==> config.mk <==
export PLATFORM = sky130hd
export DESIGN_NAME = bu_result_collector
export DESIGN_NICKNAME = d
export VERILOG_FILES = /design/src/rtl/bu_result_collector.sv
export SDC_FILE = /design/constraint.sdc
export NUM_CORES = 1
export LEC_CHECK = 0
export BUFFER_PORTS_ARGS = -buffer_cell sky130_fd_sc_hd__clkbuf_2
export CORE_ASPECT_RATIO = 0.8
export CORE_MARGIN = 5
export CORE_UTILIZATION = 25
export CTS_CLUSTER_DIAMETER = 30
export DETAILED_ROUTE_END_ITERATION = 8
export PLACE_DENSITY_LB_ADDON = 0.3
export RECOVER_POWER = 100
export SLEW_MARGIN = 20
export SYNTH_ARGS = -nofsm -noshare
export SYNTH_HDL_FRONTEND = slang
export SYNTH_SLANG_ARGS = --single-unit
==> constraint.sdc <==
create_clock -name clock -period 5.9 [get_ports clock]
set_input_delay 0.295 -clock clock [delete_from_list [all_inputs] [get_ports clock]]
set_output_delay 0.295 -clock clock [all_outputs]
set_load 0.005 [all_outputs]
==> src/rtl/bu_result_collector.sv <==
// bu_result_collector
//   Collects FP32 results from bu_ndiag into a small FIFO. It writes them to
//   the result matrix memory in row-major order from BASE_ADDR, keeps sticky
//   exception status, and pulses done once the N_ROWS x N_COLS matrix has
//   been captured and fully written.
//
//   Optional build macro: BU_COLLECT_FLUSH_ZERO_EN
//     When defined, entries flagged zero or underflow are written as a signed
//     zero {sign, 31'b0}. When undefined, the data is written unmodified.
//
// Ports
//   clock, aclr_n            : rising-edge clock, async active-low reset
//   start                    : one-cycle pulse; arms a capture (ignored while busy)
//   bu_result/bu_*           : result word, its valid and its flags from bu_ndiag
//   mem_wr_en/ready/addr/data: write port to the result matrix memory
//   busy, done               : capture in progress / end-of-matrix pulse
//   fifo_full                : FIFO holds DEPTH entries
//   drop_err, sticky_ovf/unf : sticky status, cleared by start
module bu_result_collector #(
    parameter int DEPTH     = 8,
    parameter int N_ROWS    = 4,
    parameter int N_COLS    = 4,
    parameter int ADDR_W    = 6,
    parameter int BASE_ADDR = 0
) (
    input  logic              clock,
    input  logic              aclr_n,
    input  logic              start,
    input  logic [31:0]       bu_result,
    input  logic              bu_data_available,
    input  logic              bu_zero,
    input  logic              bu_overflow,
    input  logic              bu_underflow,
    output logic              mem_wr_en,
    input  logic              mem_wr_ready,
    output logic [ADDR_W-1:0] mem_addr,
    output logic [31:0]       mem_wr_data,
    output logic              busy,
    output logic              done,
    output logic              fifo_full,
    output logic              drop_err,
    output logic              sticky_ovf,
    output logic              sticky_unf
);

    localparam int TOTAL = N_ROWS * N_COLS;
    localparam int PW    = $clog2(DEPTH);
    localparam int CW    = $clog2(DEPTH + 1);
    localparam int KW    = $clog2(TOTAL + 1);
    localparam int RW    = $clog2(N_ROWS + 1);
    localparam int LW    = (N_COLS > 1) ? $clog2(N_COLS) : 1;

    typedef struct packed {
        logic        ovf;
        logic        unf;
        logic        zero;
        logic [31:0] res;
    } entry_t;

    typedef enum logic [1:0] {IDLE, COLLECT, DRAIN} state_t;

    state_t        state, state_nxt;
    entry_t        fifo_mem [DEPTH];
    entry_t        head;
    logic [PW-1:0] wptr, rptr;
    logic [CW-1:0] count;
    logic [KW-1:0] cap_cnt;
    logic [RW-1:0] row;
    logic [LW-1:0] col;
    logic [31:0]   wr_word;
    logic          avail_col, push, pop, last_cap, last_wr, arm;
    logic          unused_head;

    assign busy      = (state != IDLE);
    assign fifo_full = (count == CW'(DEPTH));
    assign mem_wr_en = busy && (count != '0);
    assign pop       = mem_wr_en && mem_wr_ready;
    assign avail_col = (state == COLLECT) && bu_data_available;
    // A full FIFO still accepts when its head leaves in the same cycle.
    assign push      = avail_col && (!fifo_full || pop);
    assign last_cap  = avail_col && (cap_cnt == KW'(TOTAL - 1));
    // Count==0 in DRAIN cannot normally happen (the final capture lands in
    // the FIFO), but it must not leave the FSM stuck.
    assign last_wr   = (state == DRAIN) && (((count == CW'(1)) && pop) || (count == '0));
    assign arm       = (state == IDLE) && start;

    assign head = fifo_mem[rptr];

`ifdef BU_COLLECT_FLUSH_ZERO_EN
    assign wr_word = (head.unf || head.zero) ? {head.res[31], 31'b0} : head.res;
`else
    assign wr_word = head.res;
`endif
    // Overflow (and, without flushing, zero/underflow) is kept per entry for
    // status only; it never shapes the written word.
    assign unused_head = &{1'b0, head.ovf, head.unf, head.zero};

    // Gated so the port reads 0 whenever no write is requested.
    assign mem_wr_data = mem_wr_en ? wr_word : 32'h0;
    assign mem_addr    = ADDR_W'(BASE_ADDR) + ADDR_W'(row) * ADDR_W'(N_COLS) + ADDR_W'(col);

    always_comb begin
        state_nxt = state;
        case (state)
            IDLE:    if (start)    state_nxt = COLLECT;
            COLLECT: if (last_cap) state_nxt = DRAIN;
            DRAIN:   if (last_wr)  state_nxt = IDLE;
            default:               state_nxt = IDLE;
        endcase
    end

    // Storage needs no reset: contents are only read when count != 0.
    always_ff @(posedge clock) begin
        if (push) fifo_mem[wptr] <= entry_t'{bu_overflow, bu_underflow, bu_zero, bu_result};
    end

    always_ff @(posedge clock or negedge aclr_n) begin
        if (!aclr_n) begin
            state      <= IDLE;
            wptr       <= '0;
            rptr       <= '0;
            count      <= '0;
            cap_cnt    <= '0;
            row        <= '0;
            col        <= '0;
            done       <= 1'b0;
            drop_err   <= 1'b0;
            sticky_ovf <= 1'b0;
            sticky_unf <= 1'b0;
        end else begin
            state <= state_nxt;
            done  <= last_wr;
            if (push) wptr <= wptr + 1'b1;
            if (pop)  rptr <= rptr + 1'b1;
            case ({push, pop})
                2'b10:   count <= count + CW'(1);
                2'b01:   count <= count - CW'(1);
                default: count <= count;
            endcase
            if (arm) begin
                cap_cnt    <= '0;
                row        <= '0;
                col        <= '0;
                drop_err   <= 1'b0;
                sticky_ovf <= 1'b0;
                sticky_unf <= 1'b0;
            end else begin
                // A dropped result still consumes its matrix position.
                if (avail_col) cap_cnt <= cap_cnt + KW'(1);
                if ((avail_col && !push) || ((state == DRAIN) && bu_data_available))
                    drop_err <= 1'b1;
                if (push) begin
                    sticky_ovf <= sticky_ovf | bu_overflow;
                    sticky_unf <= sticky_unf | bu_underflow;
                end
                // Address counters advance on accepted writes only.
                if (pop) begin
                    if (col == LW'(N_COLS - 1)) begin
                        col <= '0;
                        row <= row + RW'(1);
                    end else begin
                        col <= col + LW'(1);
                    end
                end
            end
        end
    end

endmodule

---- After elaboration in Yosys (flattened, before gate mapping) ----
Memory sizes are Yosys's and may differ from the RTL's.
Index checks and enable logic that the tools add are counted.
word-level totals
  register bits ........................... 26
  memory bits (writable) .................. 280
  output and inout port bits .............. 45
  logic and storage cells ................. 82
  memories kept ........................... 1
memory list
  name      words  width  rd ports  clocked after memory_dff  write ports  line  text
  fifo_mem  8      35     1         0                         1            63    entry_t fifo_mem [DEPTH];
cells by class
  add/subtract/negate cells ............... 8
  equality and inequality tests ........... 11
  muxes and demuxes ....................... 22
  bitwise gates (word level) .............. 2
  reductions and logical operators ........ 27
operators with widths
  kind                   count
  $mux W32               1
  $reduce_bool A2 Y1     7
  $mux W2                6
  $logic_and A1 B1 Y1    10
  $mux W5                2
  $add A3 B1 Y3 const B  3
  $mux W3                3
  $mux W1                8
  $pmux W4 S2            1
  $add A5 B2 Y6          1
  $eq A2 B2 Y1 const B   3
  $ne A2 B2 Y1 const B   3
  $pmux W2 S3            1
  $add A5 B1 Y5 const B  1
  $eq A5 B4 Y1 const B   1
  $add A4 B1 Y4 const B  1
  $eq A2 B1 Y1 const B   2
  $eq A4 B1 Y1 const B   1
  $eq A4 B4 Y1 const B   1
  $logic_not A4 Y1       1
  $reduce_bool A4 Y1     1
  $sub A4 B1 Y4 const B  1
  $logic_or A1 B1 Y1     3
  $reduce_and A3 Y1      1
  other kinds (5)        7

---- Logic depth before layout (Yosys ltp) ----
Gate-level depths: netlist of run 1.
  depth after elaboration ................. 10
  depth in mapped cells ................... 8
  gate-level depth less buffers ........... 6

---- Worst setup path after synthesis of run 1 ----
Ideal clock, no wire load.
  kind .................................... reg2reg
  start point ............................. register state[1]
  end point ............................... memory fifo_mem[0][0] in the netlist's numbering (enable)
  setup time .............................. 0.501 ns
  data arrival time ....................... 4.086 ns
  data required time ...................... 5.399 ns
  slack ................................... 1.313 ns
  stages on the path, launching flop included .. 6
  path buffers ............................ 2
  path through ............................ dfrtp_1 -> clkbuf_2 -> and3b_1 -> buf_2 -> o21ai_2 -> nor4_1
on the way
  word-level cells in the longest chain between the ends .. 7
RTL lines
  item                               line  text
  from (decl)                        62    state_t state, state_nxt;
  from (signal assigned)             131   state <= state_nxt;
  $reduce_bool A2 Y1                 74    assign busy = (state != IDLE);
  $logic_and A1 B1 Y1                76    assign mem_wr_en = busy && (count != '0);
  $logic_and A1 B1 Y1                77    assign pop = mem_wr_en && mem_wr_ready;
  $logic_or A1 B1 Y1                 80    assign push = avail_col && (!fifo_full || pop);
  $logic_and A1 B1 Y1 (*)            80
  $mux W1 (*)                        114   if (push) fifo_mem[wptr] <= entry_t'{bu_overflow, bu_underflow, bu_zero, bu_result};
  $mux W1 (implied by the code) (*)  114
  to (decl)                          63
Every way passes the cells marked *; elsewhere a longest branch is shown, timed or not.

---- Worst setup path in the final report of run 1 ----
  start point ............................. register state[1]
  end point ............................... memory fifo_mem[6][25] in the netlist's numbering (enable)
Same word-level chain as after synthesis.

==> run_results.csv, run 1 <==
group,metric,value,unit
cts,clkLatencyLatePin,550,ps
layout,num_antenna_cells,0,
layout,layout_common_cells,"256 x edfxtp_1, 79 x clkbuf_1, 64 x mux4_2",
worst_setup_path,required,6010,ps
yosys,synth_top_area_frac,0.693,
worst_setup_path,path_class,"flip-flop to flip-flop",
routing,totalWireLength,24700,um
die,die_width,246,um
timing,skew,12.9,ps
placement,dp.cells,1217,
worst_setup_path,cp-end-kind,"flip-flop",
die,start_util,0.251,
die,fp.dieH,198,um
worst_setup_path,cpPeakStageDelay,1880,ps
routing,vias,5534,
power,leakage,0.00464,uW
yosys,yosysWarnings,0,
timing,hold-worst-slack,41.6,ps
global_routing,antenna_found_initial,4,
yosys,synth_seq_cells,282,
cts,post_cts_resized,0,
run,drv_cap,11,
routing,final_antenna_net_count,0,
cts,clk_path_buf_depth,3,
global_routing,grt_pass1_wl,37400,um
yosys,yosysSeqAreaShare,0.752,
yosys,synthesis.area,0.0111,mm^2
placement,dp_hpwl,13100,um
routing,drc,0,
die,core_area,0.0441,mm^2
power,peakVddDrop,0.000263,V
hold_path,worstHoldPathType,"input port to flip-flop",
worst_setup_path,path_max_fanout,32,
hold_path,min_path_cells,2,
yosys,synth_cell_type_count,46,
worst_setup_path,crit_buf_inv,1,
worst_setup_path,slowest_stage,"clkbuf_1",
yosys,synth_nets,598,
status,violations,"capacitance limit, slew limit",
layout,num-fill-cells,4291,
die,io_pins,85,
timing,clock.fmax,0.241,GHz
timing,worst_pin_slew,2620,ps
timing,relSlewSlack,-0.744,
yosys,synth_top_area_cell,"edfxtp_1",
global_routing,grt_pass1_vias,5897,
timing,setup_viol,0,
yosys,yosys_most_used_dff,"edfxtp_1",
power,power_density,545,mW/mm^2
die,die_area,0.0487,mm^2
placement,port_buffers,82,
worst_setup_path,cp.arrival,4260,ps
global_routing,track_usage,0.101,
yosys,postSynthAreaPerCell,20.2,um^2
cts,clk_pin_slew,40,ps
layout,num-nets-final,721,
worst_setup_path,r2r_cells,4,
cts,cts-root-buf,"clkbuf_16",
power,clkPwrFrac,0.384,
timing,rsz0062_at_grt,"no",
timing,post-route-period-util,0.704,
yosys,synthCells,549,
power,power.net_switching,2220,uW
timing,hold_violations,0,
worst_setup_path,crit_family,"buffers and inverters",
yosys,synth.top_cells.by_area,"edfxtp_1 69%, mux4_2 13%, dfrtp_1 5.9%",
yosys,synth-edff-count,256,
timing,period_minus_slack,4150,ps
layout,drive_gt1_frac,0.251,
timing,slew_viol_final,336,
layout,area_growth,25.5,%
routing,drt-wirelength-per-cell,18.7,um
die,row_count,69,
routing,drt-vias-per-instance,4.21,
layout,layout_commonest_cell,"edfxtp_1",
yosys,async_reset_ff_frac,0.0922,
placement,gp_congestion,0.669,
power,pwr-share-comb,0.242,
worst_setup_path,critical_path.startpoint_type,"flip-flop",
cts,clock_sinks,282,
global_routing,grt_max_degree,48,
routing,dr.pass1.iters,4,
layout,instances_no_fill,1316,
worst_setup_path,crit_cells,4,
worst_setup_path,crit_chain,"and3b_1, o21ai_0, nor3_2, clkbuf_1",
power,p_int,5360,uW
power,power_frac_seq,0.374,
cts,cts_buffers,52,
cts,htreeDepth,2,
global_routing,grt_remaining_overflow,0,
timing,finalSetupTns,0,ps
routing,drtIter0Drc,324,
cts,cts_tree,"yes",
status,outcome,"finished with violations",
power,sw_frac_of_total,0.293,
## worst paths after layout
path,from,end,slack (ps)
setup reg to reg,state[1],fifo_mem[6][25],1750
hold reg to reg,row[2],row[2],480
hold / removal,bu_data_available,state[0],40
min in group asynchronous,aclr_n,sticky_unf,670
max in group asynchronous,aclr_n,rptr[0],4130
setup / recovery,state[1],fifo_mem[6][25],1750
## final cells by class
cell class              count  area [um^2]  share of cell area
flip-flops and latches    282         8340               0.600
multi-input cells         232         2620               0.188
clock buffers              62         1360              0.0976
well taps                 603          754              0.0542
repair buffers             97          424              0.0305
clock inverters            33          390              0.0281
inverters                   7         26.3             0.00189
## registers in the layout (all words and copies together) (netlist names)
register,count
cap_cnt,5
rptr,3
fifo_mem,256
sticky_unf,1
col,2
done,1
state,2
row,3
sticky_ovf,1
wptr,3
drop_err,1
count,4
## cells in the mapped netlist (all sizes together) (2+ instances only)
| cell | n |
|---|---|
| xor2 | 5 |
| mux4 | 64 |
| nor3 | 7 |
| nand3 | 7 |
| o21ai | 4 |
| and2 | 2 |
| nand2 | 11 |
| nand2b | 5 |
| ha | 9 |
| o21a | 2 |
| buf | 24 |
| xnor2 | 6 |
| nor4 | 3 |
| nor2 | 47 |
| a21oi | 5 |
| dfrtp | 26 |
| nand3b | 2 |
| edfxtp | 256 |
| clkbuf | 4 |
| nand4 | 2 |
| inv | 7 |
| mux2i | 35 |
## power groups by stage
stage / Sequential (uW) / Clock [uW] / Combinational (uW)
after floorplan: 2690 / 0 / 1370
after global placement: 2860 / 0 / 1970
after detailed placement: 2870 / 0 / 1980
after CTS: 2830 / 2980 / 1980
after global routing: 2890 / 3080 / 2050
final: 2840 / 2910 / 1830
## kinds of logic (layout without fill, tap and decap cells)
| family | count (synthesis) | after routing | synth area share |
|---|---|---|---|
| muxes | 100 | 100 | 0.163 |
| AOI/OAI and AO/OA | 19 | 19 | 0.0127 |
| xor gates and xnor gates | 11 | 11 | 0.00869 |
| DFF | 282 | 282 | 0.752 |
| other | 1 | 1 | 0.000338 |
| adders and majority gates | 9 | 9 | 0.0102 |
| buffers and inverters | 35 | 199 | 0.0146 |
| and+or+nand+nor | 92 | 92 | 0.0389 |
## per-layer routing
layer | GRT usage | vias to the layer above | routed length, um
li1 | - | 2467 | -
met1 | 0.141 | 2877 | 11400
met2 | 0.155 | 132 | 11300
met3 | 0.0306 | 50 | 1490
met4 | 0.0266 | 8 | 423
met5 | 0 | - | 45
## repair_timing
item                                   4_1_cts  5_1_grt
setup endpoints to repair                    0        0
setup buffers                                0        0
endpoints found under the hold margin       29        0
hold buffers                                 4        0
## stage by stage
| step | setup WS, ps | power, uW | utilization | area (um^2) |
|---|---|---|---|---|
| 6_report | 1750 | 7580 | 0.315 | 13900 |
| 5_1_grt | 1330 | 8030 | 0.315 | 13900 |
| 4_1_cts | 2220 | 7800 | 0.319 | 14100 |
| 3_5_place_dp | 2820 | 4850 | 0.278 | 12300 |
| 3_3_place_gp | 2800 | 4830 | 0.278 | 12300 |
| 2_1_floorplan | 1310 | 4060 | - | 11100 |
(Power assumes the default switching activity.)
==> inputs of run 2 (changes only) <==
ABC_AREA = 1   (was default)
clock period = 3.44 ns   (was 5.9 ns; I/O delays follow)
==> run 2 against run 1 <==
- the run now ends clean
- global-route usage is 0.97 points higher
- cell count is 34% higher
- clock power is 110% higher
- core utilization is 1.5 points higher
- non-clock buffer count is 50 higher
- via count is 36% higher
- clock-buffer cell count is 12 higher
- synthesized cell count is 72% higher
- critical endpoint is now mem_wr_data[30]
- largest power group unchanged
==> run_results.csv, run 2 <==
group,metric,value,unit
timing,period_minus_slack,3000,ps
layout,drive_gt1_frac,0.138,
layout,layout_commonest_cell,"edfxtp_1",
global_routing,grt_max_degree,104,
layout,finish.instance_area,0.0151,mm^2
yosys,synth_simple_gate_area_frac,0.122,
yosys,postSynthAreaPerCell,12.3,um^2
worst_setup_path,required,3270,ps
cts,cts_buffers,67,
routing,drc,0,
power,p_int,9900,uW
timing,setup_viol,0,
die,core_area,0.0457,mm^2
routing,vias,7543,
routing,drt-vias-per-instance,4.28,
timing,worst_pin_slew,1480,ps
layout,instances_no_fill,1763,
hold_path,worstHoldPathType,"input port to flip-flop",
power,peakVddDrop,0.000333,V
yosys,synth_cell_type_count,35,
routing,totalWireLength,28200,um
placement,gp_congestion,0.730,
yosys,synthMuxAreaShare,0.000867,
yosys,synth-edff-count,256,
worst_setup_path,path_max_fanout,15,
cts,cts-root-buf,"clkbuf_16",
cts,post-cts-setup-buffers,0,
power,sw_frac_of_total,0.334,
global_routing,antenna_found_initial,0,
status,outcome,"completed",
worst_setup_path,r2r_cells,10,
yosys,synthXorXnorAreaFrac,0.00531,
power,power_density,984,mW/mm^2
global_routing,grt_pass1_wl,44400,um
yosys,synthCells,942,
cts,clk_pin_slew,50,ps
die,die_area,0.0506,mm^2
routing,final_antenna_net_count,0,
worst_setup_path,path_class,"flip-flop to output port",
timing,clock.fmax,0.333,GHz
cts,cts_tree,"yes",
yosys,yosysWarnings,0,
yosys,yosys_most_used_dff,"edfxtp_1",
layout,num-nets-final,1150,
yosys,async_reset_ff_frac,0.0922,
placement,port_buffers,82,
layout,top_regs,"fifo_mem x256, cap_cnt x5, count x4",
layout,post-route-util,0.331,
layout,num_antenna_cells,0,
yosys,synth_nets,991,
timing,slew_viol_final,0,
die,start_util,0.252,
layout,layout_common_cells,"256 x edfxtp_1, 235 x nor2_1, 135 x o21ai_0",
worst_setup_path,r2r_slack,510,ps
power,power_frac_seq,0.312,
yosys,synth_top_area_cell,"edfxtp_1",
worst_setup_path,cp-end-kind,"output port",
timing,hold-worst-slack,207,ps
timing,rsz0062_at_grt,"no",
routing,dr.pass1.iters,4,
timing,post-route-period-util,0.872,
cts,clk_path_buf_depth,3,
placement,dp.cells,1607,
cts,post_cts_resized,0,
yosys,synth_compound_area_frac,0.103,
worst_setup_path,cp.arrival,2830,ps
die,die_width,250,um
global_routing,track_usage,0.111,
power,leakage,0.00539,uW
layout,area_growth,31.0,%
die,io_pins,85,
routing,drtIter0Drc,492,
timing,finalSetupTns,0,ps
die,row_count,70,
power,clkPwrFrac,0.415,
die,fp.dieH,202,um
yosys,synth_top_family_by_area,"simple AND/OR/NAND/NOR gates",
layout,largest_reg_flops,256,
yosys,synth_fa_ha_area_frac,0.00976,
yosys,synth.top_cells.by_area,"edfxtp_1 67%, nor2_1 7.7%, o21ai_0 5.8%",
global_routing,grt_remaining_overflow,0,
yosys,yosysSeqAreaShare,0.722,
timing,relSlewSlack,0.0110,
timing,hold_violations,0,
placement,dp_hpwl,16100,um
hold_path,min_path_cells,3,
yosys,yosysMostFrequentCell,"edfxtp_1",
worst_setup_path,critical_path.startpoint_type,"flip-flop",
yosys,synth_top_area_frac,0.666,
run,drv_cap,0,
routing,drt-wirelength-per-cell,16.0,um
power,pwr-share-comb,0.273,
global_routing,grt_pass1_vias,7776,
layout,top_register,"fifo_mem",
yosys,synthesis.area,0.0115,mm^2
cts,clkLatencyLatePin,560,ps
yosys,synthTopCellsByCount,"256 x edfxtp_1, 237 x nor2_1, 134 x o21ai_0, 75 x nand2_1, 33 x o211ai_1",
yosys,synth_seq_cells,282,
timing,skew,26.7,ps
cts,clock_sinks,282,
placement,dpl_cell_area,0.0127,mm^2
cts,htreeDepth,3,
power,power.net_switching,4970,uW
## run 2: kinds of logic after synthesis
| kind of cell | after synthesis |
|---|---|
| simple gates | 351 |
| other cells | 1 |
| xor+xnor | 7 |
| flops | 282 |
| fa+ha+maj | 9 |
| mux | 1 |
| compound gates | 209 |
| buf+inv | 82 |
## run 2: final cells by class
class,count,area [um^2]
timing repair buffer,147,907
sequential,282,8340
clock inverter,45,502
inverter,25,96.3
clock buffer,74,1720
fill,4660,30600
tap,612,766
multi-input combinational,578,2780
## run 2: final timing paths
path / startpoint / to
max: count[0] / mem_wr_data[30]
max in group asynchronous: aclr_n / rptr[0]
min reg2reg: cap_cnt[3] / cap_cnt[3]
min: start / state[0]
min in group asynchronous: aclr_n / row[2]
max reg2reg: count[0] / fifo_mem[4][29]
## run 2: per-layer routing
layer	share of wire	GRT usage	vias up
met3	0.046	0.0292	53
met1	0.49	0.153	3612
met5	0	0	-
met2	0.44	0.168	167
met4	0.025	0.0423	0
li1	-	-	3711
## run 2: power by group through the flow
stage                     Sequential, uW  Combinational (uW)  Clock (uW)
final                               4650                4060        6170
after CTS                           4640                4370        6310
after detailed placement            4690                4310           0
after global placement              4690                4280           0
after floorplan                     4550                2810           0
after global routing                4700                4650        6510
## run 2: repair_timing
action / CTS / global route
endpoints found under the hold margin: 286 / 0
hold buffers: 37 / 0
endpoints found under the setup margin: 0 / 0
## run 2: through the flow
stage | power, uW | setup WS, ps
2_1_floorplan | 7360 | -451
3_3_place_gp | 8970 | 967
3_5_place_dp | 9000 | 946
4_1_cts | 15300 | 488
5_1_grt | 15900 | 225
6_report | 14900 | 440
## run 2: critical path, stage by stage (launching register included)
cell and delay, ps:
dfrtp_1 430, inv_1 110, ha_1 290, a21oi_4 560, clkbuf_2 440, nand2_1 90
nor2_1 90, clkbuf_1 230
